## src/rtl/hazard_controller.sv

```systemverilog
// -----------------------------------------------------------------------------
// hazard_controller
//   Stall/flush sequencer for the 5-stage core. Every cycle it decides which
//   pipeline registers advance, hold or load a bubble. It handles load-use
//   stalls, taken-branch flushes, instruction/data memory waits, and the
//   discard of a stale fetch that is still in flight after a redirect. It also
//   keeps saturating stall/flush counters and a data-memory watchdog.
//
//   Handshake: the memories use a level protocol. A MEM-stage access
//   (mem_access=1) completes in the cycle dmem_ready=1. A fetch completes in
//   the cycle imem_ready=1. Until then, the stage that owns the access holds.
//
// Ports
//   CLK, RST_N          clock, synchronous active-low reset
//   id_rs1/id_rs2       source registers of the ID instruction (+ *_used)
//   id_store            ID instruction is a store
//   ex_rd, ex_memRead   destination / load flag of the EX instruction
//   ex_branch_taken     EX redirects the PC
//   mem_access          MEM instruction performs a load/store
//   dmem_ready          data memory completes the MEM access this cycle
//   imem_ready          instruction memory returns a fetch this cycle
//   pc_write, if_id_write, if_id_flush, id_ex_write, id_ex_flush,
//   ex_mem_write        pipeline register controls (combinational)
//   stall_cnt           cycles with pc_write=0, saturating
//   flush_cnt           taken-branch flush events, saturating
//   mem_timeout         sticky data-memory watchdog flag
//   dbg_state           current sequencer state (RUN/DWAIT/IWAIT/DROP)
// -----------------------------------------------------------------------------
module hazard_controller #(
   parameter bit STORE_FWD = 1'b1,
   parameter int CNT_W     = 16,
   parameter int TIMEOUT   = 255
) (
   input  logic             CLK,
   input  logic             RST_N,
   input  logic [4:0]       id_rs1,
   input  logic [4:0]       id_rs2,
   input  logic             id_rs1_used,
   input  logic             id_rs2_used,
   input  logic             id_store,
   input  logic [4:0]       ex_rd,
   input  logic             ex_memRead,
   input  logic             ex_branch_taken,
   input  logic             mem_access,
   input  logic             dmem_ready,
   input  logic             imem_ready,
   output logic             pc_write,
   output logic             if_id_write,
   output logic             if_id_flush,
   output logic             id_ex_write,
   output logic             id_ex_flush,
   output logic             ex_mem_write,
   output logic [CNT_W-1:0] stall_cnt,
   output logic [CNT_W-1:0] flush_cnt,
   output logic             mem_timeout,
   output logic [1:0]       dbg_state
);

   typedef enum logic [1:0] {
      RUN   = 2'd0,
      DWAIT = 2'd1,
      IWAIT = 2'd2,
      DROP  = 2'd3
   } state_t;

   localparam logic [CNT_W-1:0] CNT_ONE = {{(CNT_W-1){1'b0}}, 1'b1};
   localparam logic [8:0]       TMO     = 9'(TIMEOUT);

   state_t     state, next_state;
   logic [7:0] wait_cnt;
   logic       dwait, loaduse, branch_evt;

   assign dwait = mem_access & ~dmem_ready;

   // A load feeding only the data operand of a store does not stall when the
   // store data can be forwarded from WB.
   assign loaduse = ex_memRead && (ex_rd != 5'd0) &&
                    (((ex_rd == id_rs1) && id_rs1_used) ||
                     ((ex_rd == id_rs2) && id_rs2_used && !(STORE_FWD && id_store)));

   // The branch rule fires only where the RUN rules are evaluated and no data
   // wait takes priority. In DROP the EX slot already holds a bubble.
   assign branch_evt = (state != DROP) && !dwait && ex_branch_taken;

   assign dbg_state = state;

   always_comb begin
      pc_write     = 1'b1;
      if_id_write  = 1'b1;
      if_id_flush  = 1'b0;
      id_ex_write  = 1'b1;
      id_ex_flush  = 1'b0;
      ex_mem_write = 1'b1;
      next_state   = state;
      if (state == DROP) begin
         // Hold the redirect target and discard whatever fetch returns.
         pc_write    = 1'b0;
         if_id_flush = 1'b1;
         if (dwait) begin
            if_id_write  = 1'b0;
            id_ex_write  = 1'b0;
            ex_mem_write = 1'b0;
         end
         next_state = imem_ready ? RUN : DROP;
      end else if (dwait) begin
         // RUN/IWAIT entering a data wait, or DWAIT still waiting: freeze.
         pc_write     = 1'b0;
         if_id_write  = 1'b0;
         id_ex_write  = 1'b0;
         ex_mem_write = 1'b0;
         next_state   = DWAIT;
      end else if (ex_branch_taken) begin
         if_id_flush = 1'b1;
         id_ex_flush = 1'b1;
         next_state  = imem_ready ? RUN : DROP;
      end else if (loaduse) begin
         pc_write    = 1'b0;
         if_id_write = 1'b0;
         id_ex_flush = 1'b1;
         next_state  = RUN;
      end else if (!imem_ready) begin
         pc_write    = 1'b0;
         if_id_flush = 1'b1;
         next_state  = IWAIT;
      end else begin
         next_state = RUN;
      end
      if (!RST_N) begin
         pc_write     = 1'b0;
         if_id_write  = 1'b0;
         if_id_flush  = 1'b1;
         id_ex_write  = 1'b0;
         id_ex_flush  = 1'b1;
         ex_mem_write = 1'b0;
      end
   end

   always_ff @(posedge CLK) begin
      if (!RST_N) begin
         state       <= RUN;
         stall_cnt   <= '0;
         flush_cnt   <= '0;
         wait_cnt    <= 8'd0;
         mem_timeout <= 1'b0;
      end else begin
         state <= next_state;
         if (!pc_write && (stall_cnt != '1))
            stall_cnt <= stall_cnt + CNT_ONE;
         if (branch_evt && (flush_cnt != '1))
            flush_cnt <= flush_cnt + CNT_ONE;
         // Watchdog counts cycles spent waiting in DWAIT; it only reports,
         // the pipeline keeps waiting.
         if ((state == DWAIT) && dwait) begin
            if (wait_cnt != 8'hFF)
               wait_cnt <= wait_cnt + 8'd1;
            if (({1'b0, wait_cnt} + 9'd1) >= TMO)
               mem_timeout <= 1'b1;
         end else begin
            wait_cnt <= 8'd0;
         end
      end
   end

endmodule
```

## config.mk

```make
export PLATFORM = sky130hd
export DESIGN_NAME = hazard_controller
export DESIGN_NICKNAME = d
export VERILOG_FILES = /design/src/rtl/hazard_controller.sv
export SDC_FILE = /design/constraint.sdc
export NUM_CORES = 1
export LEC_CHECK = 0
export CAP_MARGIN = 20
export CORE_AREA = 2 2 76 78
export CTS_CLUSTER_SIZE = 10
export DETAILED_ROUTE_END_ITERATION = 16
export DIE_AREA = 0 0 78 80
export HOLD_SLACK_MARGIN = 0.02
export PLACE_DENSITY_LB_ADDON = 0.25
export SLEW_MARGIN = 20
export SYNTH_ARGS = -nofsm -noshare
export SYNTH_HDL_FRONTEND = slang
export SYNTH_SLANG_ARGS = --single-unit
```

## constraint.sdc

```tcl
create_clock -name CLK -period 1.8 [get_ports CLK]
set_clock_uncertainty 0.1 [all_clocks]
set_input_delay 0.18 -clock CLK [delete_from_list [all_inputs] [get_ports CLK]]
set_output_delay 0.18 -clock CLK [all_outputs]
set_load 0.005 [all_outputs]
```

==> metrics.csv, run 1 <==
metric;value;unit
outcome;finished with violations;
failing checks;negative setup slack;
Site Rows;27;
transition time of the tightest slew-check pin;0.346;ns
CP max-delay cell;or4_4;
Power Total;0.00205;W
# DRC;0;
post-synth cell types;43;
Reg clk slew, reported paths;0.08;ns
hold slack;0.388;ns
ys async rst share;0;
Core Area;0.00541;mm2
post-synthesis sequential area ratio;0.385;
total gr overflow;0;
setup ws final;-0.229;ns
Worst EP arrival;1.75;ns
CTS tree;built;
final slew viol count;0;
worst-path cell chain;buf_6 > or4_4 > o21ai_4 > nor2_2 > buf_4 > o211ai_1 > nand2_1 > dlygate4sd2_1;
routed len/inst;14.0;um
root buffer cell;clkbuf_8;
Die Ht;80;um
Ports;66;
post-synthesis cell count;264;
Detailed Routing Iterations Pass 1;4;
Post-synth EDFFs;0;
Max Cap Viol;0;
count of warnings emitted by yosys;0;
CP endpoint kind;output pin;
TritonCTS buffer count;5;
1st-iter DRT viols;76;
DR vias;2389;
power density over the cells;547;mW/mm2
final setup violation count;19;
chip width;78;um
Syn Nets;293;
GPL Wtd Cong;0.807;
CP peak stage delay;0.54;ns
Hold WC Path Type;in -> reg;
pin count of the biggest net entering global routing;29;
fin nets;417;
Fillers;448;
minimum clock period;2.03;ns
Peak Freq;493;MHz
Clock Latency Late Sink;0.29;ns
syn avg cell area;8.47;um2
maximum vdd drop;0.399;mV
sequential cell area;861;um2
ANT nets after route;0;
Leak Pwr;1.44;nW
layout cells sized above 1;0.320;
top_reg_cell synth;dfxtp_1;
Die Footprint;0.00624;mm2
area of the multi-input gates;0.00154;mm2
area grow syn2layout;67.2;%
post-synthesis sequential element count;43;
Startpoint Class;input port;
Mapped Area;0.00224;mm2
buffers added on ports;65;
first-pass GRT wire length;10400;um
CP Class;in -> out;
clk buf depth;2;
Post-CTS Hold Buffers;0;
All-Layer GR Usage;0.207;
DR vias/cell;5.19;
H-tree levels;2;
CTS sink cnt;43;
Final period util;1.13;
CP required;1.52;ns
largest fanout on the critical path;3;
Worst Reg2Reg Path Length in Cells;10;
starting density of the core;0.414;
Detailed Place HPWL;4340;um
vias in the first global route;2313;
initial antenna violation count;0;
RSZ-0062 raised after global routing;yes;
hold path depth;5;
ANT cells;0;
final hold vios;0;
Slew headroom;0.769;
Routed WL;6450;um
cells by family after synthesis:
kind of cell,Yosys count,synth area share
AOI/OAI and AO/OA,50,0.153
adders and majority gates,4,0.0224
buffers and inverters,15,0.0319
and+or+nand+nor,121,0.285
DFF,43,0.385
xor gates and xnor gates,28,0.110
muxes,3,0.0134
stage by stage:
stage,TNS [ns],setup slack [ns],cell area [um2],util,std cells
6_report,-2.19,-0.229,3740,0.692,460
5_1_grt,-3.68,-0.253,3740,0.692,460
4_1_cts,-1.98,-0.174,3550,0.657,455
3_5_place_dp,-15.95,-0.780,3320,0.614,442
3_3_place_gp,-14.57,-0.706,3320,0.614,442
2_1_floorplan,-0.0445,-0.0445,2250,-,264
worst max-delay path, delay by kind of cell:
kind	cells	cell delay (ns)
simple gates	3	0.70
buf+inv	3	0.52
compound gates	2	0.34
cell type report:
| type | count | area share |
|---|---|---|
| clock buffer | 6 | 0.0194 |
| sequential | 43 | 0.230 |
| clock inverter | 1 | 0.00803 |
| tap | 72 | 0.0241 |
| timing repair buffer | 124 | 0.299 |
| multi-input combinational | 206 | 0.412 |
| inverter | 8 | 0.00803 |
cells in the final DEF (no fill, tap or decap), types with 7 or more instances in the layout:
cell type         n
nor2_1           29
a21oi_1          10
xnor2_1          10
buf_4            51
buf_6             8
nand2b_1          7
xor2_1           14
clkdlybuf4s50_1  42
dlygate4sd2_1     7
and3_1            7
dfxtp_1          43
buf_2             8
nand3_1          16
inv_1             8
nand2_1          17
synth_stat cells, types with 7 or more instances:
library cell | n | area share
dfxtp_1 | 43 | 0.38
nor2_1 | 34 | 0.057
nand2_1 | 19 | 0.032
xor2_1 | 18 | 0.070
nand3_1 | 17 | 0.038
a21oi_1 | 14 | 0.031
xnor2_1 | 10 | 0.039
o31ai_1 | 9 | 0.030
and3_1 | 8 | 0.022
inv_1 | 8 | 0.013
nand2b_1 | 8 | 0.022
o21ai_0 | 7 | 0.016
state kept, by name, indices dropped and copies added (netlist names):
name         cells
wait_cnt         8
flush_cnt       16
dbg_state        2
mem_timeout      1
stall_cnt       16
routing by layer:
layer  GRT usage  share of wire
met1       0.235           0.42
met2       0.383           0.53
met3      0.0351          0.025
met4      0.0842          0.021
met5           0              0
what timing repair did:
item / in CTS / in global routing
hold endpoints to repair: 0 / 0
resized for setup: 81 / 42
setup endpoints to repair: 22 / 30
gates cloned: 2 / 0
pin swaps: 28 / 19
buffers inserted: 4 / 5
worst paths after layout:
path | slack (ns) | startpoint | endpoint
max | -0.23 | ex_rd[1] | id_ex_flush
min | 0.39 | ex_branch_taken | dbg_state[0]
max reg2reg | -0.06 | stall_cnt[9] | stall_cnt[1]
min reg2reg | 0.41 | stall_cnt[11] | stall_cnt[11]
power breakdown:
part / leakage, nW / internal [W] / switching (W) / total [W]
sequential: 0.348 / 0.000966 / 0.0000102 / 0.000976
clock: 0.0513 / 0.000407 / 0.000316 / 0.000723
combinational: 1.04 / 0.000194 / 0.000153 / 0.000347
total: 1.44 / 0.00157 / 0.000480 / 0.00205
(Power assumes the default switching activity.)
==> inputs of run 2 (changes only) <==
--- a/config.mk
+++ b/config.mk
@@ -5,11 +5,12 @@
 export SDC_FILE = /design/constraint.sdc
 export NUM_CORES = 1
 export LEC_CHECK = 0
+export ABC_AREA = 1
 export CAP_MARGIN = 20
-export CORE_AREA = 2 2 76 78
+export CORE_AREA = 2 2 80 82
 export CTS_CLUSTER_SIZE = 10
 export DETAILED_ROUTE_END_ITERATION = 16
-export DIE_AREA = 0 0 78 80
+export DIE_AREA = 0 0 82 84
 export HOLD_SLACK_MARGIN = 0.02
 export PLACE_DENSITY_LB_ADDON = 0.25
 export SLEW_MARGIN = 20
==> metrics.csv, run 2 <==
metric;value;unit;change
outcome;finished, final reports clean;;was finished with violations
post-synthesis sequential element count;43;;unchanged
GPL Wtd Cong;0.880;;was 0.807
Hold Crit Start;dmem_ready;;was ex_branch_taken
top_reg_cell synth;dfxtp_1;;unchanged
Hold WC Path Type;in -> reg;;unchanged
ys async rst share;0;;unchanged
clk buf depth;2;;unchanged
routed len/inst;12.3;um;was 14.0 um
CTS tree;built;;unchanged
TritonCTS buffer count;5;;unchanged
total gr overflow;0;;unchanged
pin count of the biggest net entering global routing;21;;was 29
Ports;66;;unchanged
post-synth cell types;34;;was 43
Core Area;0.00610;mm2;was 0.00541 mm2
layout cells sized above 1;0.193;;was 0.320
post-synthesis cell count;399;;was 264
power density over the cells;520;mW/mm2;was 547 mW/mm2
H-tree levels;2;;unchanged
Routed WL;7200;um;was 6450 um
fin nets;537;;was 417
Synth top area share;0.330;;was 0.385
Power Total;0.00205;W;about the same
1st-iter DRT viols;102;;was 76
Worst EP arrival;1.88;ns;was 1.75 ns
hold path depth;3;;was 5
Clock Latency Late Sink;0.29;ns;about the same
Die Ht;84;um;was 80 um
root buffer cell;clkbuf_8;;unchanged
transition time of the tightest slew-check pin;0.329;ns;was 0.346 ns
chip width;82;um;was 78 um
Detailed Routing Iterations Pass 1;4;;unchanged
area of the multi-input gates;0.00169;mm2;was 0.00154 mm2
top-count cell post-synth;nand2_1;;was dfxtp_1
ANT nets after route;0;;unchanged
final setup violation count;0;;was 19
RSZ-0062 raised after global routing;yes;;unchanged
starting density of the core;0.428;;was 0.414
CP endpoint kind;register;;was output pin
commonest cells after routing, fill and taps aside;95 x nand2_1, 47 x nor2_1, 45 x inv_1;;was 51 x buf_4, 43 x dfxtp_1, 42 x clkdlybuf4s50_1
Max Cap Viol;0;;unchanged
synth top area cells;dfxtp_1 33%, nand2_1 14%, nor2_1 7.9%, nand3_1 7.9%, inv_1 6.9%;;was dfxtp_1 38%, xor2_1 7.0%, nor2_1 5.7%, xnor2_1 3.9%, nand3_1 3.8%
Syn Nets;428;;was 293
Post-CTS Hold Buffers;0;;unchanged
biggest regs;flush_cnt x16, stall_cnt x16, wait_cnt x8;;unchanged
post-synthesis sequential area ratio;0.330;;was 0.385
cell taking the most area after synthesis;dfxtp_1;;unchanged
Die Footprint;0.00689;mm2;was 0.00624 mm2
top post-synthesis cells by count;99 x nand2_1, 55 x nor2_1, 48 x inv_1, 43 x dfxtp_1, 41 x nand3_1;;was 43 x dfxtp_1, 34 x nor2_1, 19 x nand2_1, 18 x xor2_1, 17 x nand3_1
Site Rows;29;;was 27
Startpoint Class;register;;was input port
Post-synth EDFFs;0;;unchanged
Crit Reg-Reg Endpoint;stall_cnt[14];;was stall_cnt[1]
Worst Reg2Reg Path Length in Cells;8;;was 10
buffers added on ports;65;;unchanged
area grow syn2layout;50.8;%;was 67.2%
first-pass GRT wire length;12000;um;was 10400 um
final hold vios;0;;unchanged
syn avg cell area;6.54;um2;was 8.47 um2
largest fanout on the critical path;4;;was 3
DR vias/cell;5.00;;was 5.19
All-Layer GR Usage;0.214;;was 0.207
commonest non-fill, non-tap cell in the layout;nand2_1;;was buf_4
Slew headroom;0.779;;was 0.769
CP required;1.93;ns;was 1.52 ns
CP Class;reg -> reg;;was in -> out
final slew viol count;0;;unchanged
Mapped Area;0.00261;mm2;was 0.00224 mm2
Leak Pwr;1.69;nW;was 1.44 nW
sequential cell area;872;um2;was 861 um2
Final period util;0.973;;was 1.13
Detailed Place HPWL;5180;um;was 4340 um
Fillers;547;;was 448
DR vias;2923;;was 2389
count of warnings emitted by yosys;0;;unchanged
hold slack;0.289;ns;was 0.388 ns
launching point of the worst reg2reg path;stall_cnt[0];;was stall_cnt[9]
vias in the first global route;2738;;was 2313
ANT cells;0;;unchanged
Hold EP;dbg_state[0];;unchanged
initial antenna violation count;0;;unchanged
Peak Freq;571;MHz;was 493 MHz
R2R setup slack;0.05;ns;was -0.06 ns
CTS sink cnt;43;;unchanged
# DRC;0;;unchanged
minimum clock period;1.75;ns;was 2.03 ns
maximum vdd drop;0.396;mV;was 0.399 mV
Reg clk slew, reported paths;0.08;ns;about the same
[run 2: cell types whose count changed after synthesis, moves of 4 or more]
cell / previous run / this run
or4_1: 6 / 0
inv_1: 8 / 48
nand3_1: 17 / 41
nor2_1: 34 / 55
nand2b_1: 8 / 0
a21oi_1: 14 / 31
or3_1: 4 / 0
buf_2: 0 / 4
o21ai_0: 7 / 11
o31ai_1: 9 / 1
o211ai_1: 6 / 1
and3_1: 8 / 1
nand2_1: 19 / 99
xor2_1: 18 / 11
[run 2: final cells by class]
type / count / area share
inverters: 48 / 0.0458
flip-flops and latches: 43 / 0.221
multi-input cells: 299 / 0.429
clock buffers: 6 / 0.0184
clock inverters: 1 / 0.00763
well taps: 77 / 0.0245
repair buffers: 111 / 0.253
[run 2: where the power goes]
group | switching (W) | total (W) | internal [W]
sequential | 0.0000146 | 0.000981 | 0.000967
combinational | 0.000169 | 0.000342 | 0.000173
clock | 0.000319 | 0.000726 | 0.000407
total | 0.000502 | 0.00205 | 0.00155
[run 2: through the flow]
stage	area (um2)	instances	worst slack (ns)	util	setup TNS, ns
finish	3940	585	0.0492	0.646	0
global route	3940	585	-0.0534	0.646	-0.202
CTS	3740	580	0.00141	0.613	0
detailed placement	3600	571	-0.417	0.591	-5.93
global placement	3600	571	-0.385	0.591	-5.60
floorplan	2610	399	0.0171	-	0
[run 2: how the worst max path moves through the flow]
stage	cells past startpoint	endpoint	slack [ns]	start
detailed placement	10	id_ex_flush	-0.42	ex_rd[4]
global route	15	stall_cnt[0]	-0.05	ex_rd[4]
CTS	7	id_ex_write	0.001	mem_access
floorplan	7	stall_cnt[5]	0.02	stall_cnt[0]
global placement	11	if_id_write	-0.39	ex_rd[4]
finish	8	stall_cnt[14]	0.05	stall_cnt[0]
[run 2: critical path: stages (launching register included)]
cell     delay, ns
dfxtp_2       0.36
ha_4          0.15
nand2_4       0.06
nor3b_4       0.30
buf_4         0.17
nand3_1       0.09
xnor2_1       0.23
nand3_1       0.10
a21oi_1       0.13
[run 2: cell families (layout without fill, tap and decap cells)]
family,count (synthesis),count (layout),share of synthesized area
AOI/OAI and AO/OA,52,52,0.112
buffers and inverters,58,166,0.0896
adders and majority gates,4,4,0.0192
xor gates and xnor gates,23,23,0.0771
and+or+nand+nor,219,220,0.372
DFF,43,43,0.330
[run 2: repair_timing]
item / in CTS / in global routing
endpoints found under the setup margin: 7 / 31
pin swaps: 13 / 18
hold endpoints to repair: 0 / 0
gates cloned: 0 / 2
gates resized for setup: 43 / 45
setup buffers: 2 / 3
[run 2: per-layer routing]
metal	wire length, um	part of all wire	up-vias	track usage
li1	-	-	1507	-
met1	3230	0.45	1345	0.282
met2	3610	0.50	63	0.351
met3	282	0.039	8	0.0379
met4	82	0.011	0	0.0636
met5	0	0	-	0
==> inputs of run 3 (changes only) <==
--- a/config.mk
+++ b/config.mk
@@ -8,10 +8,12 @@
 export ABC_AREA = 1
 export CAP_MARGIN = 20
 export CORE_AREA = 2 2 80 82
+export CTS_BUF_LIST = sky130_fd_sc_hd__clkbuf_16
 export CTS_CLUSTER_SIZE = 10
 export DETAILED_ROUTE_END_ITERATION = 16
 export DIE_AREA = 0 0 82 84
 export HOLD_SLACK_MARGIN = 0.02
+export MAX_ROUTING_LAYER = met4
 export PLACE_DENSITY_LB_ADDON = 0.25
 export SLEW_MARGIN = 20
 export SYNTH_ARGS = -nofsm -noshare
==> metrics.csv, run 3 (synthesis gave the netlist of run 2 again) <==
metric;value;unit;change
outcome;finished, final reports clean;;unchanged
CP required;1.91;ns;was 1.93 ns
maximum vdd drop;0.459;mV;was 0.396 mV
All-Layer GR Usage;0.222;;was 0.214
worst slack, placed;-0.417;ns;unchanged
Crit Reg-Reg Endpoint;stall_cnt[0];;was stall_cnt[14]
pin count of the biggest net entering global routing;21;;unchanged
Inst Count DP;571;;unchanged
vias in the first global route;2766;;was 2738
launching point of the worst reg2reg path;stall_cnt[1];;was stall_cnt[0]
post-layout util;0.664;;was 0.646
commonest non-fill, non-tap cell in the layout;nand2_1;;unchanged
DP Area;0.00360;mm2;unchanged
ANT cells;0;;unchanged
Leak Pwr;1.72;nW;was 1.69 nW
Hold Crit Start;dmem_ready;;unchanged
CP delay by family, top;simple AND/OR/NAND/NOR gates;;unchanged
root buffer cell;clkbuf_16;;was clkbuf_8
Critical Path Source;stall_cnt[1];;was stall_cnt[0]
area of the multi-input gates;0.00176;mm2;was 0.00169 mm2
DR vias/cell;5.08;;was 5.00
GPL Wtd Cong;0.895;;was 0.880
Slew headroom;0.778;;was 0.779
first-pass GRT wire length;12100;um;was 12000 um
final slew viol count;0;;unchanged
CP peak stage delay;0.35;ns;was 0.36 ns
commonest cells after routing, fill and taps aside;97 x nand2_1, 49 x nor2_1, 46 x inv_1;;was 95 x nand2_1, 47 x nor2_1, 45 x inv_1
setup ws final;0.0253;ns;was 0.0492 ns
Reg clk slew, reported paths;0.06;ns;was 0.08 ns
CTS tree;built;;unchanged
hold path depth;3;;unchanged
switching part of the total;0.231;;was 0.245
Hold EP;dbg_state[0];;unchanged
Core Area;0.00610;mm2;unchanged
TritonCTS buffer count;5;;unchanged
worst-path cell chain;ha_4 > nand2_4 > nor3b_4 > nand4_4 > buf_8 > nand3_1 > nand2_1 > nor2_1;;was ha_4 > nand2_4 > nor3b_4 > buf_4 > nand3_1 > xnor2_1 > nand3_1 > a21oi_1
sequential cell area;868;um2;was 872 um2
Int Power;0.00179;W;was 0.00155 W
CP endpoint kind;register;;unchanged
Detailed Place HPWL;5180;um;unchanged
Post-CTS Hold Buffers;0;;unchanged
Final period util;0.986;;was 0.973
clock network fraction of total power;0.427;;was 0.354
biggest regs;flush_cnt x16, stall_cnt x16, wait_cnt x8;;unchanged
Die Ht;84;um;unchanged
combinational share of power;0.150;;was 0.167
Die Footprint;0.00689;mm2;unchanged
CP Class;reg -> reg;;unchanged
Routed WL;7390;um;was 7200 um
clk buf depth;2;;unchanged
Site Rows;29;;unchanged
buffers added on ports;65;;unchanged
Startpoint Class;register;;unchanged
Max Cap Viol;0;;unchanged
ANT nets after route;0;;unchanged
initial antenna violation count;0;;unchanged
1st-iter DRT viols;122;;was 102
DR vias;2959;;was 2923
H-tree levels;2;;unchanged
fin nets;535;;was 537
CP max-delay cell;dfxtp_2;;unchanged
Clock Latency Late Sink;0.28;ns;was 0.29 ns
starting density of the core;0.428;;unchanged
Worst Reg2Reg Path Length in Cells;8;;unchanged
Peak Freq;563;MHz;was 571 MHz
Final Cell Area;0.00405;mm2;was 0.00394 mm2
CTS sink cnt;43;;unchanged
final setup violation count;0;;unchanged
layout cells sized above 1;0.209;;was 0.193
WP buf/inv;1;;unchanged
RSZ-0062 raised after global routing;yes;;unchanged
transition time of the tightest slew-check pin;0.330;ns;was 0.329 ns
Sequential Power Share;0.423;;was 0.479
power density over the cells;574;mW/mm2;was 520 mW/mm2
Fillers;514;;was 547
area grow syn2layout;55.0;%;was 50.8%
Ports;66;;unchanged
total gr overflow;0;;unchanged
R2R setup slack;0.03;ns;was 0.05 ns
routed len/inst;12.7;um;was 12.3 um
Hold WC Path Type;in -> reg;;unchanged
minimum clock period;1.77;ns;was 1.75 ns
final hold vios;0;;unchanged
net switching power;0.000537;W;was 0.000502 W
Detailed Routing Iterations Pass 1;4;;unchanged
largest fanout on the critical path;8;;was 4
chip width;82;um;unchanged
# DRC;0;;unchanged
Crit path depth;8;;unchanged
post-route insts no fill;583;;was 585
Worst EP arrival;1.89;ns;was 1.88 ns
## run 3: cell count changes in the layout (fill, tap and decap cells not counted), moves of 4 or more
cell,delta
a21oi_1,-4
a21oi_2,+4
clkbuf_16,+5
clkbuf_8,-5
nand3_1,-11
nand3_2,+11
## run 3: layer usage
metal,vias to the layer above,wire length [um],track usage
met1,1371,3280,0.285
met3,11,278,0.0390
met2,75,3750,0.350
li1,1502,-,-
met4,0,91,0.0712
met5,-,0,-
## run 3: worst min-delay path, stage by stage
cell and delay (ns):
dlygate4sd2_1 0.26, buf_4 0.12, o32ai_1 0.07
## run 3: area by class of cell
type | count | area share
well taps | 77 | 0.0238
flip-flops and latches | 43 | 0.215
inverters | 48 | 0.0445
multi-input cells | 299 | 0.434
clock buffers | 5 | 0.0309
clock inverters | 2 | 0.00835
repair buffers | 109 | 0.244
## run 3: stage by stage
| step | setup TNS (ns) | hold slack [ns] | total power [W] |
|---|---|---|---|
| 4_1_cts | 0 | 0.301 | 0.00231 |
| 3_5_place_dp | -5.93 | 0.341 | 0.00132 |
| 6_report | 0 | 0.300 | 0.00232 |
| 5_1_grt | -0.619 | 0.317 | 0.00243 |
| 2_1_floorplan | 0 | 0.194 | 0.00113 |
| 3_3_place_gp | -5.60 | 0.339 | 0.00132 |
## run 3: what timing repair did
item | in CTS | in global routing
hold endpoints to repair | 0 | 0
resized for setup | 43 | 53
endpoints found under the setup margin | 7 | 34
buffers inserted | 2 | 1
gates cloned | 0 | 2
pin swaps | 13 | 23
## run 3: worst max-delay path by stage
stage | endpoint | slack, ns
finish | stall_cnt[0] | 0.03
global route | stall_cnt[0] | -0.08
CTS | id_ex_write | 0.001
detailed placement | id_ex_flush | -0.42
global placement | if_id_write | -0.39
floorplan | stall_cnt[5] | 0.02
## run 3: power by group through the flow
| stage | sequential [W] | combinational, W | clock, W |
|---|---|---|---|
| floorplan | 0.00101 | 0.000129 | 0 |
| global placement | 0.000996 | 0.000320 | 0 |
| detailed placement | 0.000997 | 0.000325 | 0 |
| CTS | 0.000976 | 0.000323 | 0.00102 |
| global route | 0.000984 | 0.000387 | 0.00106 |
| finish | 0.000983 | 0.000348 | 0.000992 |
